--- src/rtl/cpu_pkg.sv ---
// Shared CPU definitions: divider opcodes, divider FSM states and the ALU-to-divider dispatch mapping.
package cpu_pkg;

    localparam logic [1:0] DIV_OP_DIVS = 2'b00;
    localparam logic [1:0] DIV_OP_DIVU = 2'b01;
    localparam logic [1:0] DIV_OP_MODS = 2'b10;
    localparam logic [1:0] DIV_OP_MODU = 2'b11;

    typedef enum logic [1:0] {
        DIV_IDLE = 2'b00,
        DIV_CALC = 2'b01,
        DIV_FIX  = 2'b10
    } div_state_e;

    // ALU-reserved opcodes handed to the divider: 1000 selects DIV*, 1001 selects MOD*
    localparam logic [3:0] ALU_OP_DIV = 4'b1000;
    localparam logic [3:0] ALU_OP_MOD = 4'b1001;

    function automatic logic is_div_dispatch(input logic [3:0] alu_op);
        return (alu_op[3:1] == 3'b100);
    endfunction

    function automatic logic [1:0] div_op_from_alu(input logic [3:0] alu_op, input logic is_unsigned);
        return {alu_op[0], is_unsigned};
    endfunction

endpackage

--- src/rtl/alu_div_step.sv ---
// One radix-2 restoring division iteration: shift {rem,quo} left and trial-subtract the divisor.
module alu_div_step #(
    parameter int WIDTH = 32
) (
    input  logic [WIDTH-1:0] rem,
    input  logic [WIDTH-1:0] quo,
    input  logic [WIDTH-1:0] divisor,
    output logic [WIDTH-1:0] rem_next,
    output logic [WIDTH-1:0] quo_next
);

    logic [WIDTH:0] shifted_s;
    logic [WIDTH:0] trial_s;

    // Keep the difference only when it did not borrow (MSB clear)
    always_comb begin
        shifted_s = {rem, quo[WIDTH-1]};
        trial_s   = shifted_s - {1'b0, divisor};
        if (!trial_s[WIDTH]) begin
            rem_next = trial_s[WIDTH-1:0];
            quo_next = {quo[WIDTH-2:0], 1'b1};
        end else begin
            rem_next = shifted_s[WIDTH-1:0];
            quo_next = {quo[WIDTH-2:0], 1'b0};
        end
    end

endmodule

--- src/rtl/alu_divider.sv ---
// Multi-cycle divide/modulo unit with start/busy/done handshake.
// Optional macro ALU_DIVIDER_SIGNED_EN compiles in signed DIVS/MODS; otherwise all ops are unsigned.
module alu_divider
    import cpu_pkg::*;
#(
    parameter int WIDTH = 32
) (
    input  logic             clk,
    input  logic             reset,
    input  logic [WIDTH-1:0] a,
    input  logic [WIDTH-1:0] b,
    input  logic [1:0]       opcode,
    input  logic             start,
    output logic [WIDTH-1:0] y,
    output logic             busy,
    output logic             done
);

    localparam int CW = $clog2(WIDTH);

    div_state_e       state_r, next_state_s;
    logic [CW-1:0]    cnt_r;
    logic [WIDTH-1:0] rem_r, quo_r, div_r, a_raw_r, y_r;
    logic [WIDTH-1:0] abs_a_s, abs_b_s, step_rem_s, step_quo_s, result_s;
    logic             is_mod_r, busy_r, done_r, div_zero_s;

`ifdef ALU_DIVIDER_SIGNED_EN
    logic a_neg_s, b_neg_s, q_neg_r, r_neg_r;
    assign a_neg_s = ~opcode[0] & a[WIDTH-1];
    assign b_neg_s = ~opcode[0] & b[WIDTH-1];
    assign abs_a_s = a_neg_s ? ({WIDTH{1'b0}} - a) : a;
    assign abs_b_s = b_neg_s ? ({WIDTH{1'b0}} - b) : b;
`else
    logic op_unused_s;
    assign op_unused_s = opcode[0];
    assign abs_a_s     = a;
    assign abs_b_s     = b;
`endif

    assign div_zero_s = (div_r == {WIDTH{1'b0}});

    alu_div_step #(.WIDTH(WIDTH)) u_step (
        .rem      (rem_r),
        .quo      (quo_r),
        .divisor  (div_r),
        .rem_next (step_rem_s),
        .quo_next (step_quo_s)
    );

    // Final result selection, including divide-by-zero and sign correction
    always_comb begin
        if (div_zero_s) begin
            result_s = is_mod_r ? a_raw_r : {WIDTH{1'b1}};
        end else if (is_mod_r) begin
`ifdef ALU_DIVIDER_SIGNED_EN
            result_s = r_neg_r ? ({WIDTH{1'b0}} - rem_r) : rem_r;
`else
            result_s = rem_r;
`endif
        end else begin
`ifdef ALU_DIVIDER_SIGNED_EN
            result_s = q_neg_r ? ({WIDTH{1'b0}} - quo_r) : quo_r;
`else
            result_s = quo_r;
`endif
        end
    end

    // FSM state register
    always_ff @(posedge clk or posedge reset) begin
        if (reset) begin
            state_r <= DIV_IDLE;
        end else begin
            state_r <= next_state_s;
        end
    end

    // Next-state logic; a zero divisor leaves CALC without iterating
    always_comb begin
        next_state_s = state_r;
        case (state_r)
            DIV_IDLE: begin
                if (start) next_state_s = DIV_CALC;
                else       next_state_s = DIV_IDLE;
            end
            DIV_CALC: begin
                if (div_zero_s || (cnt_r == {CW{1'b0}})) next_state_s = DIV_FIX;
                else                                       next_state_s = DIV_CALC;
            end
            DIV_FIX:  next_state_s = DIV_IDLE;
            default:  next_state_s = DIV_IDLE;
        endcase
    end

    // Datapath and registered handshake outputs
    always_ff @(posedge clk or posedge reset) begin
        if (reset) begin
            cnt_r    <= {CW{1'b0}};
            rem_r    <= {WIDTH{1'b0}};
            quo_r    <= {WIDTH{1'b0}};
            div_r    <= {WIDTH{1'b0}};
            a_raw_r  <= {WIDTH{1'b0}};
            y_r      <= {WIDTH{1'b0}};
            is_mod_r <= 1'b0;
            busy_r   <= 1'b0;
            done_r   <= 1'b0;
`ifdef ALU_DIVIDER_SIGNED_EN
            q_neg_r  <= 1'b0;
            r_neg_r  <= 1'b0;
`endif
        end else begin
            case (state_r)
                DIV_IDLE: begin
                    done_r <= 1'b0;
                    if (start) begin
                        a_raw_r  <= a;
                        quo_r    <= abs_a_s;
                        div_r    <= abs_b_s;
                        rem_r    <= {WIDTH{1'b0}};
                        cnt_r    <= CW'(WIDTH - 1);
                        is_mod_r <= opcode[1];
                        busy_r   <= 1'b1;
`ifdef ALU_DIVIDER_SIGNED_EN
                        q_neg_r  <= a_neg_s ^ b_neg_s;
                        r_neg_r  <= a_neg_s;
`endif
                    end
                end
                DIV_CALC: begin
                    if (!div_zero_s) begin
                        rem_r <= step_rem_s;
                        quo_r <= step_quo_s;
                        if (cnt_r != {CW{1'b0}}) cnt_r <= cnt_r - CW'(1);
                    end
                end
                DIV_FIX: begin
                    y_r    <= result_s;
                    done_r <= 1'b1;
                    busy_r <= 1'b0;
                end
                default: begin
                    busy_r <= 1'b0;
                    done_r <= 1'b0;
                end
            endcase
        end
    end

    assign y    = y_r;
    assign busy = busy_r;
    assign done = done_r;

endmodule
--- config.mk ---
export PLATFORM = sky130hd
export DESIGN_NAME = alu_divider
export DESIGN_NICKNAME = d
export VERILOG_FILES = /design/src/rtl/cpu_pkg.sv /design/src/rtl/alu_div_step.sv /design/src/rtl/alu_divider.sv
export SDC_FILE = /design/constraint.sdc
export NUM_CORES = 1
export LEC_CHECK = 0
export ABC_AREA = 0
export CORE_MARGIN = 2
export CORE_UTILIZATION = 30
export CTS_BUF_LIST = sky130_fd_sc_hd__clkbuf_8 sky130_fd_sc_hd__clkbuf_16
export CTS_CLUSTER_SIZE = 40
export DETAILED_ROUTE_END_ITERATION = 12
export HOLD_SLACK_MARGIN = 0.12
export MAX_ROUTING_LAYER = met4
export PLACE_DENSITY = 0.58
export SETUP_SLACK_MARGIN = 0.15
export SKIP_LAST_GASP = 1
export SLEW_MARGIN = 20
export SYNTH_ARGS = -nofsm -noshare
export SYNTH_HDL_FRONTEND = slang
export SYNTH_SLANG_ARGS = --single-unit
--- constraint.sdc ---
create_clock -name clk -period 6.4 [get_ports clk]
set_input_delay 1.28 -clock clk [delete_from_list [all_inputs] [get_ports clk]]
set_output_delay 1.28 -clock clk [all_outputs]
set_load 0.02 [all_outputs]
== Word level (Yosys, flattened, before mapping) ==
Cells that the tools add are included.
W data, S select, Z words.
Storage, ports and cells
  register bits after elaboration: 170
  input port bits: 69
  output and inout port bits: 34
  logic and storage cells: 49
Operators by class
  add/sub/neg operators: 2
  equality and inequality tests: 5
  mux-type cells: 21
  bitwise gates (word level): 1
  reduce and logical (&&, ||, !) cells: 10
Operators by type and width (number)
  $mux W32: 8
  $pmux W32 S2: 2
  $sub A33 B32 Y33: 1
  $logic_not A32 Y1: 1
  $mux W5: 3
  $pmux W5 S2: 1
  $ne A2 B2 Y1 const B: 3
  $logic_not A5 Y1: 1
  $reduce_bool A5 Y1: 1
  $sub A5 B1 Y5 const B: 1
  $pmux W1 S2: 2
  $pmux W2 S2: 1
  $reduce_and A2 Y1: 2
  $reduce_and A4 Y1: 1
  $mux W1: 3
  $reduce_and A3 Y1: 1
  $eq A2 B1 Y1 const B: 1
  $eq A2 B2 Y1 const B: 1
  $logic_not A2 Y1: 1
  $mux W2: 1
  $reduce_bool A2 Y1: 1
  $logic_or A1 B1 Y1: 1
  $not A1 Y1: 1

== Logic depth before layout (Yosys ltp) ==
Gate-level depths: netlist of the first run.
  depth after elaboration: 4
  mapped depth: 14
  depth with buffers taken out: 13

== Cells and area by module ==
A second synthesis of the first run with hierarchy kept.
Unflattened totals
  cells, all modules: 1126
  area, all modules: 10133.5 um^2
By module, submodules not included
  alu_divider: instances 1, cells an instance 790, area an instance 7542.2 um^2, sequential area each 4254.1 um^2
  alu_div_step: instances 1, cells an instance 336, area an instance 2591.2 um^2, sequential area each 0.0 um^2

== Least setup slack after synthesis of the first run ==
Ideal clock, no wire load.
  path type: flip-flop to flip-flop
  from: reg quo_r[31]
  to: reg rem_r[28]
  setup time: 0.126 ns
  arrival time: 2.854 ns
  data required time: 6.274 ns
  slack: 3.419 ns
  cell stages (with the launch flop): 14
  path buffers: 1
  period minus slack after synthesis: 2.981 ns
  cell sequence: dfrtp_1 > inv_1 > ha_1 > inv_1 > fa_1 > a211oi_2 > o211ai_2 > a21oi_2 > nor4_4 > o31ai_4 > mux2i_2 > nand2_4 > buf_6 > a311o_1
On the way
  cells in the longest elaborated chain, start to end: 4
Ends and longest elaborated chain
  from (decl): line alu_divider.sv:23  | logic [WIDTH-1:0] rem_r, quo_r, div_r, a_raw_r, y_r;
  from (signal assigned): line alu_divider.sv:100  | quo_r <= {WIDTH{1'b0}};
  from (signal assigned): line alu_divider.sv:117  | quo_r <= abs_a_s;
  from (signal assigned): line alu_divider.sv:132  | quo_r <= step_quo_s;
  $sub A33 B32 Y33: line alu_div_step.sv:18  | trial_s = shifted_s - {1'b0, divisor};
  $mux W32: line alu_div_step.sv:19  | if (!trial_s[WIDTH]) begin
  $mux W32: line alu_divider.sv:130  | if (!div_zero_s) begin
  $pmux W32 S2: line alu_divider.sv:112  | case (state_r)
  to (signal assigned): line alu_divider.sv:99  | rem_r <= {WIDTH{1'b0}};
  to (signal assigned): line alu_divider.sv:119  | rem_r <= {WIDTH{1'b0}};
  to (signal assigned): line alu_divider.sv:131  | rem_r <= step_rem_s;
  to (decl): line alu_divider.sv:23
No other way between the ends. The select of a mux whose other input is x is not followed.
A chain may end at the register's enable or synchronous reset.

== Worst setup path after layout of the first run ==
Same ends and word-level chain as after synthesis.

==> results by group, run 1 <==
Worst setup path
  • Critical path capture point type: register
  • Crit path launch type: register
  • CP arrival: 3.87 ns
  • Critical Path Fanout Max: 36
  • WS Path Type: register to register
  • FF-to-FF path depth: 12
  • Required @ worst endpoint: 6.71 ns

Routing
  • DRT Pass-1 Iters: 5
  • DRT antenna net count: 0
  • Wire length per cell: 16.1 um
  • DR iter-0 viols: 441
  • Via count: 7549
  • Residual DRC: 0
  • Vias per std cell: 4.87
  • Routed WL: 25000 um

Yosys
  • Area share of the largest cell type after synthesis: 45.1%
  • Synth top area cells: dfrtp_1 45%, nand2_1 12%, mux2i_1 9.4%
  • Post-synthesis register bit count: 170
  • Count leader, synth: nand2_1
  • Async SR Flop Fraction: 100%
  • Synth Area in Compound Gates: 16.4%
  • Number of synthesized flops with an enable pin: 0
  • Most instantiated cells after synthesis: 290 x nand2_1, 170 x dfrtp_1, 142 x o21ai_0
  • Post-Synth XOR/XNOR Area: 2.88%
  • Synth warnings: 0
  • Seq/Total Area, Yosys: 45.1%
  • Post-synthesis net count: 1175
  • Yosys cell types: 56
  • Cell taking the most area after synthesis: dfrtp_1
  • Proportion of synthesized area in mux cells: 9.71%
  • Primary FF master, synth: dfrtp_1
  • Post-Synth Adder-Cell Area: 4.72%
  • Post-Syn Area per Cell: 8.80 sq um
  • Largest family of logic cells by synthesized area: simple AND/OR/NAND/NOR gates
  • Post-synthesis simple-gate area fraction: 16.5%
  • Cells after Synth: 1071
  • Post-synthesis instance area: 9430 sq um

Floorplan
  • Std cell rows: 64
  • Die area: 32900 sq um
  • Die W: 181 um
  • CORE AREA: 30700 sq um
  • Initial Utilization: 30.7%
  • Io pins: 103
  • Chip height: 181 um

GRT
  • Pin count of the biggest net entering global routing: 80
  • First-pass GRT wire length: 40700 um
  • Initial antenna violation count: 0
  • Vias in the first global route: 7472
  • Total track usage: 16.1%
  • Grt ovf: 0

Clock network
  • Cts hold-fix bufs: 0
  • CTS root buf: clkbuf_16
  • # H-tree levels: 4
  • CTS resizes: 0
  • Clk_lat worst skew: 0.43 ns
  • Setup Buffers After CTS: 0
  • Max clock buf depth: 2
  • Clk pin slew, worst setup/hold paths: 0.07 ns
  • CTS Buf Count: 17
  • Sink Count: 170
  • CTS tree: yes

Min path
  • Hold crit path type: register to register
  • WHS Path Cells: 2

Layout
  • Final Instance Count excl. Fillers: 1549
  • Ant. Diodes: 0
  • Final instance area: 11400 sq um
  • Area Growth Syn to Fin: 20.7%
  • Share of post-route cells with drive strength above 1: 5.46%
  • Fin nets: 1244
  • Final core utilization: 37.0%

STA
  • Worst Clk Skew: 0.00969 ns
  • Final period utilization: 55.7%
  • Hold Fails Final Rpt: 0
  • WHS: 0.474 ns
  • Sum Neg Setup Slack: 0 ns
  • F_max: 0.280 GHz
  • Min Clock Period, post-route: 3.57 ns
  • Max Slew Vio Count: 0
  • Normalized max-slew margin: 32.9%
  • Worst-margin pin slew: 1.00 ns
  • # setup viols final: 0
  • RSZ-0062 raised after global routing: false

Job
  • Number of max-cap violations: 0

Place
  • Placed instance count: 1517
  • DP HPWL: 17800 um
  • Gpl congestion: 0.847
  • IO buf count: 101
  • DP Area: 10800 sq um

Status
  • Outcome: finished, final reports clean

Power and ir drop
  • Total leakage power: 4.89 nW
  • Peak supply drop: 450 uV
  • Power density over the cells: 603 nW/um^2
registers in the layout, summed over array words and instances, names as in the netlist:
register	flops
busy	1
done	1
y	32
quo_r	32
is_mod_r	1
state_r	2
div_r	32
a_raw_r	32
cnt_r	5
rem_r	32
path summary, 6_finish.rpt:
check	from	end	slack (ns)
max	quo_r[31]	rem_r[28]	2.83
min in group asynchronous	reset	y[26]	1.34
max in group asynchronous	reset	a_raw_r[28]	3.81
min reg2reg	a_raw_r[12]	a_raw_r[12]	0.47
max reg2reg	quo_r[31]	rem_r[28]	2.83
min	a_raw_r[12]	a_raw_r[12]	0.47
worst max-delay path: stages (launching register included):
cell	delay [ns]
dfrtp_1	0.40
inv_1	0.08
ha_1	0.19
inv_1	0.06
fa_1	0.44
a211oi_2	0.26
o211ai_2	0.15
a21oi_2	0.34
nor4_4	0.10
o31ai_4	0.27
mux2i_2	0.32
nand2_4	0.39
a311o_1	0.44
cells by family after synthesis:
logic type,count (synthesis)
simple gates,373
compound gates,266
flops,170
buf+inv,105
mux,91
fa+ha+maj,35
xor+xnor,31
power by group:
group	internal [W]	switching, W
clock network	0.000604	0.000449
logic	0.00163	0.00224
registers	0.00156	0.000367
placed cells by master, fill, tap and decap left out, types with 3 or more instances in the layout:
master	count
nor2_1	21
inv_1	46
clkbuf_8	3
a31oi_1	6
nor2b_1	7
o21ai_0	142
clkbuf_16	17
nand2_1	288
o211ai_1	10
nand4_1	6
a21o_1	11
o21ai_1	28
or2_2	3
xnor2_1	15
inv_6	3
buf_4	8
clkinv_2	4
a21oi_1	35
o21bai_1	3
clkdlybuf4s50_1	101
dfrtp_1	170
o31ai_1	6
mux2i_1	89
nand2b_1	5
nor3_1	6
nor4_1	12
xor2_1	16
ha_1	34
nand3_1	12
a21oi_2	4
per-layer routing:
metal / vias to the layer above / part of all wire [%] / track usage (%) / wire, um
met1: 3615 / 48 / 21.4 / 12000
met2: 124 / 47 / 25.4 / 11800
li1: 3792 / - / - / -
met4: 0 / 1.4 / 4.46 / 361
met5: - / 0 / - / 0
met3: 18 / 3.3 / 2.50 / 821
stage by stage:
stage | power, W | worst slack (ns)
CTS | 0.00693 | 2.81
global route | 0.00751 | 2.56
finish | 0.00686 | 2.83
detailed placement | 0.00585 | 2.57
global placement | 0.00578 | 2.62
floorplan | 0.00495 | 0.517
layout make-up:
class	count	area [sq um]
multi-input cells	796	4780
fillers	3174	19400
clock buffers	20	467
well taps	396	495
flip-flops and latches	170	4250
clock inverters	12	121
inverters	45	174
repair buffers	110	1090
No activity file was read; power rests on OpenSTA's default activity.
==> run 2: changes to the inputs <==
==> constraint.sdc (replaced) <==
create_clock -name clk -period 3.4 [get_ports clk]
set_input_delay 0.68 -clock clk [delete_from_list [all_inputs] [get_ports clk]]
set_output_delay 0.68 -clock clk [all_outputs]
set_load 0.02 [all_outputs]
==> run 2 against run 1 <==
Utilization up 1.2 points; die area unchanged; non-clock buffer count up 24; fmax up 11%; global-route usage up 0.19 points; count of clock-buffer cells in the layout down 1; critical endpoint is now rem_r[13]; critical path depth up 2; flip-flop and latch count unchanged; first-iteration DRC count up 22%; critical path type unchanged; clock power up 93%; via count up 2.2%; highest routed layer unchanged.
==> results by group, run 2 (synthesis gave the netlist of run 1 again) <==
Status
  • Outcome: finished, final reports clean

Routing
  • Wire length per cell: 16.3 um (+1.0%)
  • Routed WL: 25600 um (+2.6%)
  • DRT antenna net count: 0 (unchanged)
  • DRT Pass-1 Iters: 5 (unchanged)
  • Vias per std cell: 4.90 (+0.58%)
  • Via count: 7715 (+2.2%)
  • DR iter-0 viols: 536 (+22%)
  • Residual DRC: 0 (unchanged)

Floorplan
  • Initial Utilization: 30.7% (unchanged)
  • CORE AREA: 30700 sq um (unchanged)
  • Io pins: 103 (unchanged)
  • Chip height: 181 um (unchanged)
  • Die W: 181 um (unchanged)
  • Die area: 32900 sq um (unchanged)
  • Std cell rows: 64 (unchanged)

GRT
  • Vias in the first global route: 7594 (+1.6%)
  • Total track usage: 16.3% (+0.19 points)
  • Pin count of the biggest net entering global routing: 66 (-18%)
  • First-pass GRT wire length: 41200 um (+1.2%)
  • Initial antenna violation count: 0 (unchanged)
  • Grt ovf: 0 (unchanged)

Clock network
  • # H-tree levels: 4 (unchanged)
  • CTS tree: yes
  • Clk_lat worst skew: 0.43 ns (about the same)
  • Max clock buf depth: 2 (unchanged)
  • CTS Buf Count: 17 (unchanged)
  • Clk pin slew, worst setup/hold paths: 0.06 ns (about the same)
  • Cts hold-fix bufs: 0 (unchanged)
  • Sink Count: 170 (unchanged)
  • CTS root buf: clkbuf_16

STA
  • Final period utilization: 94.6% (+39 points)
  • # setup viols final: 0 (unchanged)
  • Max Slew Vio Count: 0 (unchanged)
  • F_max: 0.311 GHz (+11%)
  • Worst Clk Skew: 0.0111 ns (+0.00138 ns)
  • RSZ-0062 raised after global routing: true
  • Sum Neg Setup Slack: 0 ns (unchanged)
  • Normalized max-slew margin: 38.7% (+5.9 points)
  • Worst Slack Setup Final: 0.185 ns (-2.65 ns)
  • Worst-margin pin slew: 0.916 ns (-0.0888 ns)
  • WHS: 0.475 ns (+0.000549 ns)
  • Hold Fails Final Rpt: 0 (unchanged)
  • Min Clock Period, post-route: 3.22 ns (-0.350 ns)

Worst setup path
  • FF-to-FF path depth: 14 (+2)
  • Crit path launch type: register
  • Crit path max-delay cell type: dfrtp_1
  • WS Path Type: register to register
  • Critical-path cell list: inv_2, ha_4, inv_2, fa_2, a211oi_2, o211ai_2, a21oi_4, nor4_4, o31ai_4, mux2i_4, nand2_4, buf_12, mux2i_1, o21ai_1
  • Critical Path Fanout Max: 7 (-81%)
  • Crit path largest cell delay: 0.40 ns (-0.04 ns)
  • CP arrival: 3.51 ns (-0.36 ns)
  • Required @ worst endpoint: 3.69 ns (-3.02 ns)
  • Cell mode on critical path: inv_2
  • Critical path capture point type: register

Min path
  • WHS Path Cells: 2 (unchanged)
  • Hold crit path type: register to register

Power and ir drop
  • Peak supply drop: 657 uV (+46%)
  • Power density over the cells: 1190 nW/um^2 (+98%)
  • Total leakage power: 5.06 nW (+3.6%)

Layout
  • Commonest non-fill, non-tap cell in the layout: nand2_1
  • Share of post-route cells with drive strength above 1: 7.98% (+2.5 points)
  • Commonest cells after routing, fill and taps aside: 289 x nand2_1, 170 x dfrtp_1, 138 x o21ai_0, 101 x clkdlybuf4s50_1, 87 x mux2i_1
  • Area Growth Syn to Fin: 24.7%
  • Fin nets: 1269 (+2.0%)
  • Ant. Diodes: 0 (unchanged)

Place
  • DP HPWL: 18700 um (+5.5%)
  • Gpl congestion: 0.856 (+1.1%)
  • IO buf count: 101 (unchanged)
  • Post-place setup slack: 0.160 ns (-2.41 ns)

Job
  • Number of max-cap violations: 0 (unchanged)
## run 2: worst paths after layout
kind,from,endpoint,slack [ns]
worst max register to register,quo_r[31],rem_r[13],0.18
min in group asynchronous,reset,y[13],0.68
worst max-delay path,quo_r[31],rem_r[13],0.18
worst min-delay path,a_raw_r[31],a_raw_r[31],0.47
max in group asynchronous,reset,rem_r[15],1.91
worst min register to register,a_raw_r[31],a_raw_r[31],0.47
## run 2: where the power goes
| part | leakage (nW) | internal [W] | switching, W |
|---|---|---|---|
| Sequential | 2.13 | 0.00294 | 0.000715 |
| Clock | 0.305 | 0.00119 | 0.000840 |
| Combinational | 2.63 | 0.00374 | 0.00458 |
| Total | 5.06 | 0.00787 | 0.00613 |
## run 2: layer usage
layer  track usage (%)  routed length (um)  up-vias
li1                  -                   -     3851
met1              22.1               12700     3713
met2              25.2               11900      129
met3              2.60                 699       22
met4              4.39                 342        0
met5                 -                   0        -
## run 2: area by class of cell
| cell class | instances | area [sq um] |
|---|---|---|
| clock buffers | 19 | 453 |
| clock inverters | 13 | 151 |
| fillers | 3140 | 19000 |
| inverters | 45 | 173 |
| multi-input cells | 797 | 4840 |
| flip-flops and latches | 170 | 4250 |
| well taps | 396 | 495 |
| repair buffers | 134 | 1400 |
## run 2: repair_timing
action / in CTS / in global routing
cloned: 0 / 4
setup buffers: 5 / 3
pin swaps: 1 / 14
resized for setup: 0 / 17
setup endpoints to repair: 1 / 33
## run 2: critical path, delay by kind of cell (launching register included)
kind | cells | cell delay, ns
adders and majority gates | 2 | 0.52
buffers and inverters | 3 | 0.32
muxes | 2 | 0.55
DFF | 1 | 0.40
and+or+nand+nor | 2 | 0.24
AOI/OAI and AO/OA | 5 | 1.04
## run 2: per-stage QoR
step                      total power (W)  cell area (sq um)  util [%]  std cells
after floorplan                   0.00932               9430         -       1071
after global placement             0.0112              10900      35.6       1530
after detailed placement           0.0113              10900      35.6       1530
after CTS                          0.0135              11600      37.7       1567
after global routing               0.0152              11800      38.2       1574
final                              0.0140              11800      38.2       1574
